### src/rtl/exc_pkg.sv
// exc_pkg: shared types and constants for the
// exception/interrupt controller.
package exc_pkg;

  typedef enum logic [1:0] {
    IDLE    = 2'b00,
    ENTER   = 2'b01,
    HANDLER = 2'b10,
    RETURN  = 2'b11
  } state_e;

  localparam logic [1:0] ID_SYSCALL  = 2'b00;
  localparam logic [1:0] ID_INVALID  = 2'b01;
  localparam logic [1:0] ID_OVERFLOW = 2'b10;
  localparam logic [1:0] ID_EXTINT   = 2'b11;

  localparam logic [31:0] VEC_ADDR_DEF = 32'h0000_0180;

endpackage

### src/rtl/exc_prio_enc.sv
// exc_prio_enc: 4->2 priority encoder, bit 0 highest,
// with a valid flag when any request is present.
module exc_prio_enc
  import exc_pkg::*;
(
  input  logic [3:0] req_i,
  output logic [1:0] id_o,
  output logic       vld_o
);

  // lowest set bit wins
  always_comb begin
    id_o  = ID_SYSCALL;
    vld_o = |req_i;
    if (req_i[0])      id_o = ID_SYSCALL;
    else if (req_i[1]) id_o = ID_INVALID;
    else if (req_i[2]) id_o = ID_OVERFLOW;
    else if (req_i[3]) id_o = ID_EXTINT;
  end

endmodule

### src/rtl/exception_ctrl.sv
// exception_ctrl: sticky pending capture, priority
// select and ENTER/HANDLER/RETURN handshake FSM.
module exception_ctrl
  import exc_pkg::*;
#(
  parameter logic [31:0] VECTOR_ADDR = VEC_ADDR_DEF,
  parameter int          NSRC        = 4
) (
  input  logic        clk,
  input  logic        reset,
  input  logic        syscall,
  input  logic        invalid,
  input  logic        overflow,
  input  logic        ext_int,
  input  logic [3:0]  mask,
  input  logic        rfe,
  output logic        int_req,
  output logic [1:0]  id,
  output logic        epc_we,
  output logic        epc_re,
  output logic        pc_sel,
  output logic [31:0] vec_pc,
  output logic        in_handler,
  output logic [3:0]  pending,
  output logic        spurious_rfe
);

  state_e            state_q, state_d;
  logic [NSRC-1:0]   pend_q, pend_d;
  logic [1:0]        svc_q, svc_d;
  logic              spur_q, spur_d;

  logic [NSRC-1:0]   src;
  logic [NSRC-1:0]   clr;
  logic [1:0]        enc_id;
  logic              enc_vld;

  assign src = {ext_int, overflow, invalid, syscall};
  assign clr = 4'b0001 << svc_q;

  exc_prio_enc u_enc (
    .req_i (pend_q & ~mask),
    .id_o  (enc_id),
    .vld_o (enc_vld)
  );

  // pending: a new event on the clear edge survives
  always_comb begin
    pend_d = pend_q | src;
    if (state_q == RETURN)
      pend_d = (pend_q & ~clr) | src;
  end

  assign spur_d = rfe & (state_q != HANDLER);

  // handshake FSM next-state and strobes
  always_comb begin
    state_d    = state_q;
    svc_d      = svc_q;
    int_req    = 1'b0;
    id         = svc_q;
    epc_we     = 1'b0;
    epc_re     = 1'b0;
    pc_sel     = 1'b0;
    in_handler = 1'b0;
    unique case (state_q)
      IDLE: begin
        int_req = enc_vld;
        id      = enc_id;
        if (enc_vld) begin
          svc_d   = enc_id;
          state_d = ENTER;
        end
      end
      ENTER: begin
        epc_we  = 1'b1;
        pc_sel  = 1'b1;
        state_d = HANDLER;
      end
      HANDLER: begin
        in_handler = 1'b1;
        if (rfe) state_d = RETURN;
      end
      RETURN: begin
        epc_re  = 1'b1;
        pc_sel  = 1'b1;
        state_d = IDLE;
      end
      default: state_d = IDLE;
    endcase
  end

  // registered state, pending, service id, spurious flag
  always_ff @(posedge clk or negedge reset) begin
    if (!reset) begin
      state_q <= IDLE;
      pend_q  <= '0;
      svc_q   <= ID_SYSCALL;
      spur_q  <= 1'b0;
    end else begin
      state_q <= state_d;
      pend_q  <= pend_d;
      svc_q   <= svc_d;
      spur_q  <= spur_d;
    end
  end

  assign pending      = pend_q;
  assign spurious_rfe = spur_q;
  assign vec_pc       = VECTOR_ADDR;

endmodule

### config.mk
export PLATFORM = sky130hd
export DESIGN_NAME = exception_ctrl
export DESIGN_NICKNAME = d
export VERILOG_FILES = /design/src/rtl/exc_pkg.sv /design/src/rtl/exc_prio_enc.sv /design/src/rtl/exception_ctrl.sv
export SDC_FILE = /design/constraint.sdc
export NUM_CORES = 1
export LEC_CHECK = 0
export BUFFER_PORTS_ARGS = -buffer_cell sky130_fd_sc_hd__buf_2
export CORE_MARGIN = 1.5
export CORE_UTILIZATION = 40
export CTS_CLUSTER_DIAMETER = 100
export DETAILED_ROUTE_END_ITERATION = 12
export PLACE_DENSITY = 0.79
export SLEW_MARGIN = 15
export SYNTH_ARGS = -nofsm -noshare
export SYNTH_HDL_FRONTEND = slang
export SYNTH_SLANG_ARGS = --single-unit
### constraint.sdc
create_clock -name clk -period 1.73 [get_ports clk]
set_input_delay 0.346 -clock clk [delete_from_list [all_inputs] [get_ports clk]]
set_output_delay 0.346 -clock clk [all_outputs]
set_load 0.05 [all_outputs]
Word level (Yosys, flattened, before mapping)

Cells that the tools add are included.
W data, S select, Z words.

Bits in registers: 9
Input bits: 11
Output and inout bits: 44
Word-level logic and storage cells: 37

Equal/unequal tests: 6
Shift operators: 1
Mux-type cells: 14
Bitwise logic cells: 7
Reduce and logical (&&, ||, !) cells: 5

Operators by type and width:

| operator              | number |
|---|---|
| $mux W2               | 7 |
| $and A4 B4 Y4         | 2 |
| $not A4 Y4            | 2 |
| $or A4 B4 Y4          | 2 |
| $pmux W2 S4           | 1 |
| $ne A2 B2 Y1 const B  | 3 |
| $mux W1               | 5 |
| $eq A2 B2 Y1 const B  | 2 |
| $mux W4               | 1 |
| $reduce_and A2 Y1     | 2 |
| $reduce_or A4 Y1      | 1 |
| $shl A1 B2 Y4 const A | 1 |
| $eq A2 B1 Y1 const B  | 1 |
| $logic_not A2 Y1      | 1 |
| $reduce_or A2 Y1      | 1 |
| $and A1 B1 Y1         | 1 |

Logic depth before layout (Yosys ltp)

Gate-level depths: netlist of the first run.

Depth in word-level cells: 7
Gate-level depth with buffers: 5
Mapped depth without buffers: 5

Hierarchy

From an unflattened synthesis of the first run, not the netlist that was laid out.

Cells, all modules: 83
Area total of the unflattened synthesis: 769.5 µm²

Modules (own cells, without submodules):

| module         | instances | cells an instance | area each (µm²) | sequential area each (µm²) |
|---|---|---|---|---|
| exception_ctrl | 1         | 76                | 734.5           | 225.2 |
| exc_prio_enc   | 1         | 7                 | 35.0            | 0.0 |

Least setup slack after synthesis of the first run

No wires, ideal clock.

Path kind: register -> output
From: register state_q[0]
To: output port id[0]
Arrival: 1.865 ns
Data required time: 1.384 ns
Slack: -0.481 ns
Cell stages (with the launch flop): 5
Buffers on the path: 1
Cells stage by stage: dfrtp_1 inv_1 ha_1 buf_4 o21ai_0

Longest elaborated chain between the ends: 2

Ends and longest elaborated chain:

| item                   | line                  | source |
|---|---|---|
| start, declared        | exception_ctrl.sv:28  | `state_e state_q, state_d;` |
| start signal, assigned | exception_ctrl.sv:101 | `state_q <= state_d;` |
| $logic_not A2 Y1       | exception_ctrl.sv:66  | `unique case (state_q)` |
| $mux W2                | exception_ctrl.sv:66  |  |
| end, declared          | exception_ctrl.sv:18  | `output logic [1:0] id,` |

No other way between the ends.

Final worst setup path of the first run

From: register pend_q[1] (netlist: pending[1])
To: output port int_req

Longest elaborated chain between the ends: 3

Ends and longest elaborated chain:

| item                   | line                  | source |
|---|---|---|
| start, declared        | exception_ctrl.sv:29  | `logic [NSRC-1:0] pend_q, pend_d;` |
| start signal, assigned | exception_ctrl.sv:102 | `pend_q <= pend_d;` |
| $and A4 B4 Y4          | exception_ctrl.sv:42  | `.req_i (pend_q & ~mask),` |
| $reduce_or A4 Y1       | exc_prio_enc.sv:14    | `vld_o = \|req_i;` |
| $mux W1                | exception_ctrl.sv:66  |  |
| end, declared          | exception_ctrl.sv:17  | `output logic int_req,` |

No other way between the ends.

==> results of run 1 <==
layout make-up:
cell class	instances	area (µm²)
clock buffer	4	26.3
fill	165	791
inverter	4	15.0
multi-input combinational	68	443
sequential	9	226
tap	25	31.3
timing repair buffer	33	231
critical path, cell delays in order, from the launching register on:
cell and delay [ps]:
dfrtp_1 390, nand2b_2 110, and4_4 240, and2b_2 240, buf_8 150
power by group:
part           switching, mW  internal [mW]
Clock                 0.0656         0.0884
Combinational          0.946          0.541
Sequential            0.0793          0.289
sequential cells by signal (all words and copies together), names as in the netlist:
register      flops
pending           4
spurious_rfe      1
state_q           2
svc_q             2
worst min-delay path by stage:
stage | cells past startpoint | from | to
floorplan | 0 | reset | pending[0]
global placement | 1 | reset | state_q[0]
detailed placement | 1 | reset | state_q[1]
CTS | 2 | ext_int | pending[3]
global route | 2 | ext_int | pending[3]
finish | 2 | invalid | pending[1]
cell usage in the layout, fill, tap and decap left out, types with 3 or more instances in the layout:
cell type / synthesis / final
conb_1: 2 / 32
buf_2: 0 / 18
buf_4: 33 / 9
dfrtp_1: 9 / 8
o21ai_2: 1 / 4
nand2_1: 3 / 3
nand2b_1: 3 / 3
nand3_1: 4 / 3
clkbuf_4: 0 / 3
buf_6: 0 / 3
what timing repair did:
item / CTS / global route
hold buffers: 1 / 0
endpoints found under the hold margin: 9 / 0
buffers inserted: 6 / 2
resized for setup: 19 / 3
pin swaps: 2 / 2
endpoints found under the setup margin: 4 / 4
metrics by stage:
| step | worst slack, ps | instances |
|---|---|---|
| 3_5_place_dp | 42.7 | 130 |
| 4_1_cts | -13.9 | 141 |
| 2_1_floorplan | 30.9 | 114 |
| 3_3_place_gp | 93.3 | 130 |
| 5_1_grt | -59.8 | 143 |
| 6_report | 9.14 | 143 |
logic make-up (layout without fill, tap and decap cells):
family / Yosys count / after routing / share of synthesized area (%)
multiplexers: 1 / 1 / 1.94
adder cells (fa/ha/maj): 4 / 4 / 6.46
AO/OA/AOI/OAI: 12 / 12 / 11.5
other: 2 / 32 / 0.970
AND/OR/NAND/NOR: 19 / 19 / 16.2
flip-flops: 9 / 9 / 29.1
buffers and inverters: 37 / 41 / 33.9
layer usage:
metal	part of all wire, %	GRT usage (%)	up-vias
li1	-	-	275
met1	36	15.5	271
met2	57	26.3	29
met3	6.6	2.69	0
met4	0	6.67	0
met5	0	0	-
==> results by group, run 1 <==
Run status
  • Run status: complete, no violations

Synth
  • Post-synthesis sequential area ratio: 29.1%
  • EDFF count, synth: 0
  • Synth unique cells: 24
  • Number of synthesized register bits: 9
  • Main synth FF type: dfrtp_1
  • Post-synth top area cell: buf_4
  • Synthesis Warnings: 0
  • Asr flop ratio synth: 100%
  • Mapped cell area: 774 µm²
  • Area share of the largest cell type after synthesis: 32.0%
  • Syn_area_per_cell: 9.22 µm²
  • Top-count cell post-synth: buf_4
  • Main area contributors after synthesis: buf_4 32%, dfrtp_1 29%, ha_1 6.5%, nand3_1 2.6%, o21ai_0 2.6%
  • Cell count after synthesis: 84
  • Commonest cells post-synth: 33 x buf_4, 9 x dfrtp_1

Detailed routing
  • Initial drt markers: 3
  • Antenna Nets Post-Route: 0
  • Final wirelength: between 1000 and 1500 µm
  • Via count: 575
  • Number of remaining DRC errors: 0
  • Per-cell routed wire length: 9.75 µm
  • Via density: 4.02
  • DR pass1 iterations: 2

Final layout
  • Post-layout util: 55.2%
  • Layout cell share with drive strength beyond 1: 45.8%
  • Area grow syn2layout: 25.7%
  • Antenna diode count: 0
  • Design area: 973 µm²
  • Nets: 134

Die
  • Io pins: 55
  • Die area: roughly 2200 µm²
  • CORE AREA: 1760 µm²
  • Die width: 47 µm
  • Chip height: about 47 µm
  • # rows: 15
  • Initial Utilization: 43.9%

Worst setup path
  • Reg2reg path depth: 5
  • Critical Path Start: pending[1]
  • Worst Path Max Fanout: 4
  • Critical path capture point: int_req
  • Startpoint Class: flip-flop
  • Reg2Reg Setup Slack: 160 ps
  • Critical Path End Type: primary output
  • Worst R2R Start: state_q[1]
  • WS Path Type: reg -> out
  • Reg2reg end: state_q[1]
  • Critical Path RT: 1380 ps
  • Arrival @ worst endpoint: 1370 ps

Timing
  • Final cycle utilization of the critical path: 99.5%
  • Final Max Tran Viols: 0
  • Fin. Hold Viols: 0
  • Post-Route Skew: between 0.2 and 0.3 ps
  • Worst hold slack: 271 ps
  • TNS Setup: 0 ps
  • Finish-stage setup viols: 0
  • RSZ-0062 raised after global routing: yes
  • Final Critical Period: 1720 ps
  • Max frequency: 0.581 GHz

CTS
  • TritonCTS Buffers: 3
  • TritonCTS clock tree: done
  • Reg clk slew, reported paths: 60 ps
  • Root Driver: clkbuf_4
  • Clock Tree Buf Depth: 2
  • Clock Latency Late Sink: ~250 ps
  • CTS Sinks: 9
  • Max H-tree Level: 1

Power
  • Final Total Pwr: 2.01 mW
  • Leakage: ~0.5 nW
  • Pwr/cell area: 2060 nW/µm²
  • Worst IR Drop VDD: about 1.3 mV

Global routing
  • Total track usage: 14.2%
  • Vias in the first global route: 513
  • First-pass GRT wire length: 2130 µm
  • Largest net degree at the start of global routing: 10
  • GRT overflow: 0
  • Initial antenna violation count: 0

Place
  • Port buffer count: 22
  • DP Wirelength: 1050 µm
  • Post-DP Area: between 800 and 900 µm²
  • Global placement routability congestion: approximately 0.76

Flow run
  • Max-cap check violation count: 0

Worst hold path
  • Hold Path Class: in -> reg
Note: power is estimated with default switching activity, not from simulation.
==> run 2: changes to the inputs <==
--- a/config.mk
+++ b/config.mk
@@ -5,6 +5,7 @@
 export SDC_FILE = /design/constraint.sdc
 export NUM_CORES = 1
 export LEC_CHECK = 0
+export ABC_AREA = 1
 export BUFFER_PORTS_ARGS = -buffer_cell sky130_fd_sc_hd__buf_2
 export CORE_MARGIN = 1.5
 export CORE_UTILIZATION = 40
==> results by group, run 2 <==
Run status
  • Run status: complete, no violations

Final layout
  • Most common cell after layout, fill and taps aside: conb_1
  • Number of fill cells: 188
  • Max reg flops: 4
  • Most frequent cells in the layout: 32 x conb_1, 18 x buf_2, 16 x nand2_1, 8 x inv_1, 8 x dfrtp_1
  • Area grow syn2layout: 17.5%
  • Design area: 901 µm²
  • Nets: 142
  • Antenna diode count: 0
  • Layout cell share with drive strength beyond 1: 35.7%

Global routing
  • GRT Max-Usage Layer: met2
  • Vias in the first global route: about 510
  • GRT overflow: 0
  • Total track usage: 14.0%
  • First-pass GRT wire length: 2060 µm
  • Initial antenna violation count: 0
  • Largest net degree at the start of global routing: 10
  • GR Util met3: 3.46%
  • Global routing met2 resource utilization: 22.5%
  • GR Util met1: 16.1%

Synth
  • Commonest cells post-synth: 32 x buf_4, 16 x nand2_1, 11 x inv_1
  • Asr flop ratio synth: 100%
  • Syn_area_per_cell: between 7 and 8 µm²
  • Main area contributors after synthesis: buf_4 31%, dfrtp_1 29%, nand2_1 7.8%, ha_1 6.5%, inv_1 5.4%
  • Top-count cell post-synth: buf_4
  • Post-synth top area cell: buf_4
  • Synthesis Warnings: 0
  • Number of synthesized register bits: 9
  • Post-synthesis sequential area ratio: 29.4%
  • Mapped cell area: between 700 and 800 µm²
  • Main synth FF type: dfrtp_1
  • Synth unique cells: 15
  • EDFF count, synth: 0
  • Cell count after synthesis: 99
  • Area share of the largest cell type after synthesis: 31.3%

CTS
  • CTS Sinks: 9
  • Clock Latency Late Sink: 260 ps
  • Root Driver: clkbuf_4
  • TritonCTS Buffers: 3
  • Reg clk slew, reported paths: 60 ps
  • Max H-tree Level: 1
  • Clock Tree Buf Depth: 2
  • TritonCTS clock tree: done

Worst setup path
  • Startpoint Class: flip-flop
  • Critical-path top delay cell: dfrtp_2
  • Reg2reg path depth: 6
  • Crit-path max cell delay: around 450 ps
  • Arrival @ worst endpoint: between 1000 and 1500 ps
  • Critical Path RT: ~1400 ps
  • Worst Path Max Fanout: 5
  • WS Path Type: reg -> out
  • Critical Path, Cell by Cell: ha_4 -> or2_2 -> buf_8
  • Critical Path End Type: primary output

Detailed routing
  • Initial drt markers: 10
  • Number of remaining DRC errors: 0
  • Via count: 584
  • Per-cell routed wire length: ~8.7 µm
  • Final wirelength: 1320 µm
  • Via density: 3.87
  • Antenna Nets Post-Route: 0
  • DR pass1 iterations: 4

Die
  • CORE AREA: 1760 µm²
  • Initial Utilization: 43.5%
  • Die area: 2190 µm²
  • Io pins: 55
  • Die width: 46.8 µm
  • Chip height: approximately 47 µm
  • # rows: 15

Power
  • Pint: 0.766 mW
  • P_sw: 1.03 mW
  • Pwr/cell area: about 2000 nW/µm²
  • Worst IR Drop VDD: 1.14 mV
  • Leakage: 0.507 nW
  • Final Total Pwr: about 1.8 mW
  • Comb power frac: between 70 and 80%
  • Sw Ratio: 57.4%
  • Flop pwr share: 19.9%
  • Clock power frac: 9.0%

Worst hold path
  • Hold Path Class: in -> reg
  • Hold path cells: 2

Timing
  • Finish-stage setup viols: 0
  • Final Critical Period: 1720 ps
  • Fin. Hold Viols: 0
  • PnR worst setup slack: approximately 14 ps
  • Final Max Tran Viols: 0
  • Final cycle utilization of the critical path: 99.2%
  • Max frequency: 0.583 GHz
  • RSZ-0062 raised after global routing: yes
  • Post-Route Skew: 0.841 ps

Place
  • DP Wirelength: about 1000 µm
  • Worst slack at placement: 98.6 ps
  • Global placement routability congestion: 0.835
  • Post-DP Area: between 700 and 800 µm²
  • Port buffer count: 22

Flow run
  • Max-cap check violation count: 0
## run 2: what timing repair did
action,in CTS,in global routing
pin swaps,2,0
hold endpoints to repair,9,0
hold buffers,1,0
setup buffers,2,0
setup endpoints to repair,4,4
gates resized for setup,15,5
## run 2: cell type report
class	instances	area [µm²]	share of cell area, %
Sequential cell	9	226	25.1
Tap cell	25	31.3	3.47
Clock buffer	4	26.3	2.92
Inverter	11	41.3	4.58
Timing Repair Buffer	25	164	18.2
Multi-Input combinational cell	77	412	45.7
## run 2: final timing paths
path	from	end	slack, ps
hold / removal	syscall	pending[0]	260
min in group asynchronous	reset	state_q[1]	470
hold reg to reg	pending[2]	pending[2]	520
setup / recovery	state_q[0]	pc_sel	10
max in group asynchronous	reset	state_q[0]	1060
setup reg to reg	state_q[0]	state_q[0]	390
## run 2: logic make-up (layout without fill, tap and decap cells)
kind of cell / Yosys count / in the layout / synth area share [%]
AND/OR/NAND/NOR: 34 / 34 / 21.2
adder cells (fa/ha/maj): 4 / 4 / 6.53
buffers and inverters: 43 / 40 / 36.7
AO/OA/AOI/OAI: 7 / 7 / 5.22
other: 2 / 32 / 0.979
flip-flops: 9 / 9 / 29.4
## run 2: critical path: cells and delay by family (launching register included)
| kind | cells | cell delay (ps) |
|---|---|---|
| fa+ha+maj | 1 | 200 |
| buf+inv | 1 | 150 |
| flops | 1 | 450 |
| simple gates | 1 | 310 |
## run 2: metrics by stage
| step | hold slack [ps] | std cells | setup TNS, ps | util, % |
|---|---|---|---|---|
| final | 263 | 151 | 0 | 51.1 |
| after global routing | 255 | 151 | -107 | 51.1 |
| after CTS | 259 | 151 | -1.00 | 50.1 |
| after detailed placement | 214 | 144 | 0 | 44.4 |
| after global placement | 208 | 144 | 0 | 44.4 |
| after floorplan | 50.4 | 129 | -93.4 | - |
## run 2: metal layers
metal / routed length, µm / vias up
li1: - / 289
met4: 33 / 0
met2: 635 / 36
met1: 544 / 255
met5: 0 / -
met3: 101 / 4
## run 2: power by group through the flow
stage | logic [mW] | clock network (mW) | registers (mW)
6_report | 1.28 | 0.163 | 0.357
5_1_grt | 1.35 | 0.186 | 0.367
4_1_cts | 1.22 | 0.169 | 0.356
3_5_place_dp | 1.06 | 0 | 0.343
3_3_place_gp | 1.04 | 0 | 0.339
2_1_floorplan | 0.853 | 0 | 0.419
